<file path="config.mk">
export PLATFORM = sky130hd
export DESIGN_NAME = prog_loader
export DESIGN_NICKNAME = d
export VERILOG_FILES = /design/src/rtl/prog_loader.sv
export SDC_FILE = /design/constraint.sdc
export NUM_CORES = 1
export LEC_CHECK = 0
export ABC_AREA = 1
export BUFFER_PORTS_ARGS = -buffer_cell sky130_fd_sc_hd__buf_2
export CAP_MARGIN = 20
export CORE_AREA = 10 10 65 62
export CTS_CLUSTER_DIAMETER = 60
export DETAILED_ROUTE_END_ITERATION = 12
export DIE_AREA = 0 0 75 72
export PLACE_DENSITY = 0.82
export REMOVE_ABC_BUFFERS = 1
export SLEW_MARGIN = 10
export SYNTH_ARGS = -nofsm -noshare
export SYNTH_HDL_FRONTEND = slang
export SYNTH_SLANG_ARGS = --single-unit
</file>
<file path="constraint.sdc">
create_clock -name Clock -period 1.9 [get_ports Clock]
set_clock_uncertainty 0.15 [all_clocks]
set_input_delay 0.285 -clock Clock [delete_from_list [all_inputs] [get_ports Clock]]
set_output_delay 0.285 -clock Clock [all_outputs]
set_load 0.02 [all_outputs]
</file>
<file path="src/rtl/prog_loader.sv">
// Streams a header byte plus N program words from a byte source into a processor's program
// memory, one Addrload/PRload strobe pair per word.
module prog_loader (
    input  logic       Clock,
    input  logic       Reset,
    input  logic       start,
    input  logic       abort,
    input  logic       in_valid,
    input  logic [7:0] in_data,
    output logic       in_ready,
    output logic       programEn,
    output logic       Addrload,
    output logic       PRload,
    output logic [4:0] AddrSel,
    output logic [7:0] prog_data,
    output logic       busy,
    output logic       done,
    output logic       err
);

    typedef enum logic [2:0] {
        StIdle,
        StHdr,
        StWaitByte,
        StAddr,
        StWrite,
        StDone
    } state_e;

    state_e     state_q, state_d;
    logic [4:0] addr_q, addr_d;
    logic [4:0] n_q, n_d;
    logic [7:0] data_q, data_d;
    logic       err_q, err_d;
    logic [4:0] last_addr;
    logic       xfer;

    assign xfer = in_valid & in_ready;
    // n_q == 0 encodes 32 words; the 5-bit wrap makes the last address 31.
    assign last_addr = n_q - 5'd1;

    always_ff @(posedge Clock or negedge Reset) begin
        if (!Reset) begin
            state_q <= StIdle;
            addr_q  <= 5'd0;
            n_q     <= 5'd0;
            data_q  <= 8'd0;
            err_q   <= 1'b0;
        end else begin
            state_q <= state_d;
            addr_q  <= addr_d;
            n_q     <= n_d;
            data_q  <= data_d;
            err_q   <= err_d;
        end
    end

    always_comb begin
        state_d = state_q;
        addr_d  = addr_q;
        n_d     = n_q;
        data_d  = data_q;
        err_d   = err_q;
        if (abort) begin
            state_d = StIdle;
        end else begin
            unique case (state_q)
                StIdle: begin
                    if (start) begin
                        state_d = StHdr;
                        err_d   = 1'b0;
                        addr_d  = 5'd0;
                    end
                end
                StHdr: begin
                    if (xfer) begin
                        if (in_data[7:5] != 3'd0) begin
                            err_d   = 1'b1;
                            state_d = StIdle;
                        end else begin
                            n_d     = in_data[4:0];
                            state_d = StWaitByte;
                        end
                    end
                end
                StWaitByte: begin
                    if (xfer) begin
                        data_d  = in_data;
                        state_d = StAddr;
                    end
                end
                StAddr: state_d = StWrite;
                StWrite: begin
                    if (addr_q == last_addr) begin
                        state_d = StDone;
                    end else begin
                        addr_d  = addr_q + 5'd1;
                        state_d = StWaitByte;
                    end
                end
                StDone:  state_d = StIdle;
                default: state_d = StIdle;
            endcase
        end
    end

    // All handshake and strobe outputs come straight from registered state.
    assign in_ready  = (state_q == StHdr) || (state_q == StWaitByte);
    assign programEn = (state_q != StIdle);
    assign busy      = (state_q != StIdle);
    assign Addrload  = (state_q == StAddr);
    assign PRload    = (state_q == StWrite);
    assign done      = (state_q == StDone);
    assign AddrSel   = addr_q;
    assign prog_data = data_q;
    assign err       = err_q;

endmodule

</file>
==> flow_summary_export.csv, run 1 <==
group,metric,value,unit
status,status,"complete, no violations",
synth,yosys.area.top_type,"dfrtp_1",
clock_tree,cts_root_buf,"clkbuf_4",
floorplan,start_util,0.501,
floorplan,core,2680,sq um
synth,muxShareOfSynthArea,0.0335,
synth,ys.warnings.count,0,
synth,async_reset_ff_frac,1.00,
power_and_ir_drop,leakagePower,0.910,nW
placed_design,dp_cells,232,
timing,layout_min_cycle_time,1.80,ns
timing,hold_viol,0,
worst_setup_path,critPathLaunchType,"flip-flop",
clock_tree,cts_tree,"built",
worst_setup_path,critPathKind,"reg2out",
grt,grt_pass1_vias,1161,
drt,drc,0,
power_and_ir_drop,power.density,958,nW/um^2
floorplan,die_height,72,um
floorplan,die_w,75,um
clock_tree,clock_sinks,22,
synth,synthAdderAreaFrac,0.0186,
finish,fin_nets,224,
placed_design,numPortBuffers,32,
worst_setup_path,critPathSlowestCell,"dfrtp_1",
timing,tightestPinTransition,0.480,ns
grt,grt_util_all_layers,0.114,
grt,antenna_found_initial,0,
grt,grt_pass1_wl,4960,um
finish,layout-drive-gt1-share,0.317,
floorplan,die-area,5400,sq um
clock_tree,path_clk_slew,0.13,ns
timing,setup_viol,0,
worst_setup_path,end_kind,"primary output",
worst_setup_path,arrival,1.37,ns
synth,synth_area_leaders,"dfrtp_1 (41%), nand2_1 (15%), inv_1 (6.1%)",
synth,synth_xor_area_frac,0.0196,
drt,wl,2980,um
synth,synth-seq-cells,22,
job,cap_violations,0,
grt,overflow,0,
placed_design,place_congestion,0.946,
timing,fin_hold_ws,0.0618,ns
drt,vias,1182,
timing,maxSlewHeadroom,0.680,
drt,drtPass1Iterations,4,
worst_setup_path,path_delay_family,"flip-flops",
worst_setup_path,crit_required,1.46,ns
worst_hold_path,hp-class,"in2reg",
worst_setup_path,crit_buf_inv,2,
timing,report.final.slew_viol_count,0,
synth,synth.lib_cells_used.distinct,27,
floorplan,ios,33,
placed_design,dpl.hpwl,2400,um
power_and_ir_drop,vdd_drop_max,0.451,mV
synth,synthSimpleGateAreaFrac,0.369,
clock_tree,cts_made_buffers,3,
drt,avgViaCountPerCell,4.97,
clock_tree,clk_path_buf_depth,2,
finish,stdcell_count,238,
floorplan,rows,18,
synth,avgSynthCellArea,7.81,sq um
synth,synth_top_family_by_area,"simple AND/OR/NAND/NOR gates",
timing,fmax,0.555,GHz
drt,ant_nets,0,
worst_setup_path,cp_max_fo,5,
synth,syn_inst,172,
drt,drtIter0Drc,87,
grt,grt_max_degree,23,
synth,yosysSeqAreaShare,0.410,
worst_setup_path,worstPathCellList,"nor3_2, inv_1, nand2_2, buf_2",
clock_tree,cts_max_level,1,
synth,synth_top_area_share,0.410,
power_and_ir_drop,finalPower,0.00153,W
synth,yosysMostFrequentCell,"nand2_1",
timing,fin_crit_sh,0.948,
finish,syn2layout_area_growth,19.2,%
drt,wl_per_cell,12.5,um
finish,num_antenna_cells,0,
worst_setup_path,cpPeakStageDelay,0.49,ns
synth,synth_common_cells,"nand2_1 (55), dfrtp_1 (22), inv_1 (22)",
synth,synth_ff_type,"dfrtp_1",
synth,synth-edff-count,0,
synth,netlist_area,1340,sq um
synth,synth_compound_area_frac,0.0605,
clock_tree,clkLatencyLatePin,0.31,ns
## stage by stage
step                      setup slack [ns]   util  setup TNS [ns]  instance area, sq um
final                               0.0995  0.598               0                  1600
after global routing              -0.00644  0.598        -0.00644                  1600
after CTS                           0.0289  0.592               0                  1590
after detailed placement             0.201  0.568               0                  1520
after global placement               0.252  0.568               0                  1520
after floorplan                      0.317      -               0                  1330
## power breakdown
group	leakage (nW)	internal [W]	switching, W
Sequential	0.297	0.000544	0.0000487
Clock	0.0279	0.000213	0.000150
Combinational	0.585	0.000204	0.000374
Total	0.910	0.000962	0.000572
## kinds of logic (layout without fill, tap and decap cells)
family,after synthesis,in the layout
multiplexers,3,3
adder cells (fa/ha/maj),2,2
AND/OR/NAND/NOR,98,98
AO/OA/AOI/OAI,15,15
flip-flops,22,22
XOR/XNOR,3,3
buffers and inverters,29,65
## routing by layer
metal / part of all wire / vias up / GRT usage
li1: - / 611 / -
met1: 0.46 / 535 / 0.141
met2: 0.47 / 34 / 0.180
met3: 0.070 / 2 / 0.0381
met4: 0.0034 / 0 / 0.0357
met5: 0 / - / 0
## cells in the final DEF (no fill, tap or decap), types with 2 or more instances in the layout
cell type and instances:
inv_2 4, buf_2 32, ha_1 2, a21oi_1 3, nor3_1 3, o21ai_1 5, nand4_1 3, inv_1 22
clkbuf_4 3, dfrtp_1 21, xor2_1 3, nor2_2 3, nor2_1 10, nand3_1 7, nor2_4 2, nand2_1 55
o21ai_0 5, nand2_2 7, mux2_4 3, nand3_2 2
## state kept, by name, summed over array words and instances, names as in the netlist
register	count
n_q	5
state_q	3
AddrSel	5
prog_data	8
err	1
## layout make-up
| class | instances | area (sq um) |
|---|---|---|
| flip-flops and latches | 22 | 552 |
| well taps | 30 | 37.5 |
| multi-input cells | 121 | 678 |
| clock inverters | 1 | 30.0 |
| repair buffers | 34 | 178 |
| clock buffers | 3 | 22.5 |
| inverters | 27 | 104 |
| fillers | 254 | 1080 |
## path summary, 6_finish.rpt
kind	startpoint	endpoint	slack, ns	cells after the start
worst max-delay path	state_q[2]	in_ready	0.1	4
worst min-delay path	in_data[6]	prog_data[6]	0.06	2
worst max register to register	n_q[0]	state_q[1]	0.20	12
worst min register to register	prog_data[1]	prog_data[1]	0.36	2
max in group asynchronous	Reset	state_q[1]	0.93	2
min in group asynchronous	Reset	prog_data[6]	0.32	2
## timing repair
action	in CTS	in global routing
hold buffers	1	0
setup endpoints to repair	0	2
hold endpoints to repair	22	0
setup buffers	0	1
gates resized for setup	0	3
No activity file was read; power rests on OpenSTA's default activity.
==> run 2: changes to the inputs <==
Settings changed: BUFFER_PORTS_ARGS -buffer_cell sky130_fd_sc_hd__buf_2 to -buffer_cell sky130_fd_sc_hd__buf_4.
==> flow_summary_export.csv, run 2 (same netlist as run 1, synthesis figures left out) <==
group,metric,value,unit
status,status,"complete, no violations",
power_and_ir_drop,power.density,937,nW/um^2
clock_tree,clk_path_buf_depth,2,
clock_tree,cts_tree,"built",
worst_setup_path,reg2regPathDepth,13,
placed_design,place_congestion,0.941,
power_and_ir_drop,seq_power_share,0.373,
worst_setup_path,cp_max_fo,5,
finish,num_antenna_cells,0,
drt,ant_nets,0,
power_and_ir_drop,leakagePower,0.936,nW
floorplan,die_w,75,um
worst_setup_path,r2r_start,"n_q[0]",
worst_setup_path,crit_required,1.46,ns
worst_setup_path,end_kind,"primary output",
floorplan,ios,33,
timing,layout_min_cycle_time,1.81,ns
grt,grt_max_degree,23,
clock_tree,cts_made_buffers,3,
timing,setup_tns,0,ns
floorplan,die_height,72,um
worst_setup_path,r2r_end,"state_q[1]",
worst_hold_path,hold_path.startpoint,"abort",
timing,fin_crit_sh,0.952,
power_and_ir_drop,p_sw,0.000584,W
finish,syn2layout_area_growth,26.6,%
grt,grt_pass1_wl,5180,um
timing,fmax,0.553,GHz
finish,utilization,0.635,
power_and_ir_drop,internal_power,0.00101,W
worst_setup_path,r2r_slack,0.23,ns
finish,largest_register_ffs,8,
power_and_ir_drop,finalPower,0.00159,W
power_and_ir_drop,comb_power_share,0.394,
drt,drc,0,
clock_tree,clock_sinks,22,
drt,avgViaCountPerCell,4.90,
worst_setup_path,crit_buf_inv,2,
drt,drtIter0Drc,100,
timing,report.final.slew_viol_count,0,
worst_setup_path,critPathSlowestCell,"dfrtp_2",
placed_design,dpl.hpwl,2290,um
clock_tree,cts_root_buf,"clkbuf_4",
worst_hold_path,worstHoldEndpoint,"state_q[2]",
grt,grt_pass1_vias,1195,
finish,fin_nets,227,
power_and_ir_drop,power_frac_clock,0.233,
floorplan,rows,18,
grt,antenna_found_initial,0,
clock_tree,path_clk_slew,0.13,ns
grt,overflow,0,
floorplan,start_util,0.501,
worst_setup_path,worstPathCellList,"inv_1, nand2_2, nor2_8, buf_4",
drt,vias,1180,
drt,wl_per_cell,12.2,um
power_and_ir_drop,vdd_drop_max,0.500,mV
worst_setup_path,critPathLaunchType,"flip-flop",
worst_setup_path,path_delay_family,"flip-flops",
floorplan,core,2680,sq um
worst_setup_path,critPathKind,"reg2out",
finish,nFillCells,247,
grt,grt_util_all_layers,0.119,
power_and_ir_drop,netSwitchingFraction,0.366,
placed_design,numPortBuffers,32,
worst_hold_path,min_path_cells,2,
job,cap_violations,0,
worst_hold_path,hp-class,"in2reg",
finish,final_common_cell,"nand2_1",
timing,grt_setup_unrepaired,"no",
clock_tree,clkLatencyLatePin,0.32,ns
worst_setup_path,arrival,1.37,ns
worst_setup_path,cpPeakStageDelay,0.47,ns
timing,maxSlewHeadroom,0.780,
finish,final_cell_mix,"nand2_1 (55), buf_4 (36), inv_1 (22), dfrtp_1 (21), nor2_1 (10)",
timing,hold_viol,0,
clock_tree,cts_max_level,1,
floorplan,die-area,5400,sq um
finish,layout-drive-gt1-share,0.327,
timing,tightestPinTransition,0.329,ns
timing,setup_viol,0,
drt,drtPass1Iterations,4,
drt,wl,2940,um
## run 2: metrics by stage
step	instances	hold slack, ns	area, sq um	worst slack, ns
4_1_cts	237	0.0180	1670	0.0529
6_report	241	0.0241	1700	0.0904
2_1_floorplan	170	-0.161	1330	0.317
3_3_place_gp	232	0.0398	1600	0.251
3_5_place_dp	232	0.0438	1600	0.199
5_1_grt	241	0.0230	1700	0.0142
## run 2: routing by layer
metal  global-route usage  wire length (um)  vias to the layer above
li1                     -                 -                      618
met1                0.149              1360                      520
met2                0.181              1280                       35
met3               0.0422               254                        7
met4               0.0462                39                        0
met5                    0                 0                        -
## run 2: power groups by stage
stage	logic, W	clock network [W]	registers [W]
finish	0.000628	0.000371	0.000595
global route	0.000704	0.000396	0.000607
detailed placement	0.000623	0	0.000604
floorplan	0.000374	0	0.000655
CTS	0.000625	0.000373	0.000597
global placement	0.000614	0	0.000602
## run 2: area by class of cell
class,count,area [sq um],share of cell area
clock buffers,3,22.5,0.0132
clock inverters,1,30.0,0.0176
inverters,27,101,0.0596
multi-input cells,121,678,0.399
flip-flops and latches,22,552,0.324
well taps,30,37.5,0.0221
repair buffers,37,280,0.165
## run 2: how the worst max path moves through the flow
stage	slack [ns]	depth (start not counted)	from	end
2_1_floorplan	0.32	12	n_q[0]	state_q[1]
3_3_place_gp	0.25	10	n_q[0]	state_q[2]
3_5_place_dp	0.20	13	n_q[0]	state_q[1]
4_1_cts	0.05	4	state_q[1]	in_ready
5_1_grt	0.01	13	n_q[1]	state_q[1]
6_report	0.09	4	state_q[1]	PRload
## run 2: repair_timing
action	in CTS	in global routing
resized for setup	0	2
endpoints found under the hold margin	22	0
hold buffers	1	0
setup buffers	0	4
setup endpoints to repair	0	4
==> run 3: changes to the inputs <==
Settings changed: REMOVE_ABC_BUFFERS 1 to default.
==> flow_summary_export.csv, run 3 (same netlist as run 1, synthesis figures left out) <==
group,metric,value,unit
worst_setup_path,r2r_start,"n_q[0]",
worst_hold_path,worstHoldEndpoint,"state_q[2]",
timing,fin_crit_sh,0.955,
worst_setup_path,path_delay_family,"flip-flops",
clock_tree,cts_max_level,1,
finish,syn2layout_area_growth,23.2,%
worst_setup_path,cpPeakStageDelay,0.47,ns
worst_setup_path,reg2regPathDepth,13,
clock_tree,path_clk_slew,0.12,ns
floorplan,die-area,5400,sq um
timing,fin_ws,0.0847,ns
drt,drc,0,
timing,tightestPinTransition,0.341,ns
worst_setup_path,critPathSlowestCell,"dfrtp_2",
worst_setup_path,arrival,1.38,ns
worst_setup_path,crit_buf_inv,2,
grt,antenna_found_initial,0,
power_and_ir_drop,vdd_drop_max,0.547,mV
worst_setup_path,end_kind,"primary output",
timing,fin_hold_ws,0.0378,ns
finish,fin_nets,223,
drt,wl,2880,um
timing,fmax,0.551,GHz
floorplan,start_util,0.501,
timing,report.final.slew_viol_count,0,
power_and_ir_drop,leakagePower,0.906,nW
timing,hold_viol,0,
grt,grt_util_all_layers,0.113,
power_and_ir_drop,power.density,888,nW/um^2
power_and_ir_drop,finalPower,0.00147,W
clock_tree,clock_sinks,22,
worst_setup_path,crit_required,1.46,ns
drt,drtPass1Iterations,4,
timing,grt_setup_unrepaired,"no",
worst_setup_path,cp_max_fo,7,
clock_tree,cts_made_buffers,3,
status,status,"complete, no violations",
finish,final_cell_mix,"nand2_1 (55), buf_4 (32), inv_1 (22), dfrtp_1 (21), nor2_1 (10)",
finish,utilization,0.618,
placed_design,numPortBuffers,32,
floorplan,rows,18,
worst_setup_path,worstPathCellList,"inv_1, nand2_2, nor2_8, buf_4",
placed_design,dpl.hpwl,2300,um
drt,wl_per_cell,12.1,um
finish,num_antenna_cells,0,
finish,largest_register_ffs,8,
timing,setup_viol,0,
grt,grt_pass1_wl,4960,um
grt,grt_pass1_vias,1141,
timing,maxSlewHeadroom,0.772,
drt,ant_nets,0,
drt,drtIter0Drc,67,
clock_tree,post_cts_buffers,0,
drt,avgViaCountPerCell,5.00,
floorplan,core,2680,sq um
clock_tree,cts_tree,"built",
grt,overflow,0,
floorplan,die_w,75,um
clock_tree,clk_path_buf_depth,2,
worst_hold_path,min_path_cells,2,
clock_tree,clkLatencyLatePin,0.30,ns
grt,grt_max_degree,23,
worst_setup_path,r2r_end,"state_q[1]",
finish,final_common_cell,"nand2_1",
finish,layout-drive-gt1-share,0.314,
synth,synth_fp_nets,187,
worst_hold_path,hold_path.startpoint,"abort",
worst_setup_path,critPathLaunchType,"flip-flop",
job,cap_violations,0,
drt,vias,1186,
clock_tree,cts_root_buf,"clkbuf_4",
timing,setup_tns,0,ns
placed_design,place_congestion,0.963,
floorplan,ios,33,
worst_setup_path,r2r_slack,0.21,ns
worst_setup_path,critPathKind,"reg2out",
worst_hold_path,hp-class,"in2reg",
timing,layout_min_cycle_time,1.82,ns
floorplan,die_height,72,um
placed_design,place_ws,0.211,ns
[run 3: changes by cell type in the layout (fill, tap and decap cells not counted)]
cell,previous run,this run
buf_4,36,32
bufinv_16,1,0
clkbuf_8,0,1
[run 3: area by class of cell]
type,count,area [sq um]
clock buffers,4,36.3
inverters,27,101
fillers,262,1020
multi-input cells,121,678
flip-flops and latches,22,552
well taps,30,37.5
repair buffers,33,250
[run 3: repair_timing]
item                       CTS  global route
hold buffers                 1             0
hold endpoints to repair    22             0
resized for setup            0             2
setup endpoints to repair    0             1
[run 3: stage by stage]
stage	instances	area [sq um]
floorplan	172	1340
global placement	232	1600
detailed placement	232	1600
CTS	237	1650
global route	237	1660
finish	237	1660
[run 3: worst register-to-register path: cells and delay by family (launching register included)]
kind	cells	cell delay, ns
adder cells (fa/ha/maj)	1	0.20
buffers and inverters	2	0.12
flip-flops	1	0.42
AND/OR/NAND/NOR	10	0.70
[run 3: worst max path at each step]
stage                 endpoint  slack [ns]        from  depth (start not counted)
floorplan           state_q[1]        0.32      n_q[0]                         12
global placement    state_q[1]        0.26      n_q[0]                         13
detailed placement  state_q[1]        0.21      n_q[0]                         12
CTS                   in_ready        0.04  state_q[1]                          4
global route            PRload        0.01  state_q[1]                          4
finish                  PRload        0.08  state_q[1]                          4
[run 3: power breakdown]
group	internal, W	total, W	switching (W)
clock	0.000117	0.000254	0.000137
combinational	0.000246	0.000618	0.000372
sequential	0.000545	0.000597	0.0000521
total	0.000908	0.00147	0.000562
[run 3: layer usage]
metal	wire length (um)	up-vias	track usage
met5	0	-	0
met4	32	0	0.0462
met3	193	4	0.0367
met2	1340	29	0.168
met1	1320	548	0.145
li1	-	605	-
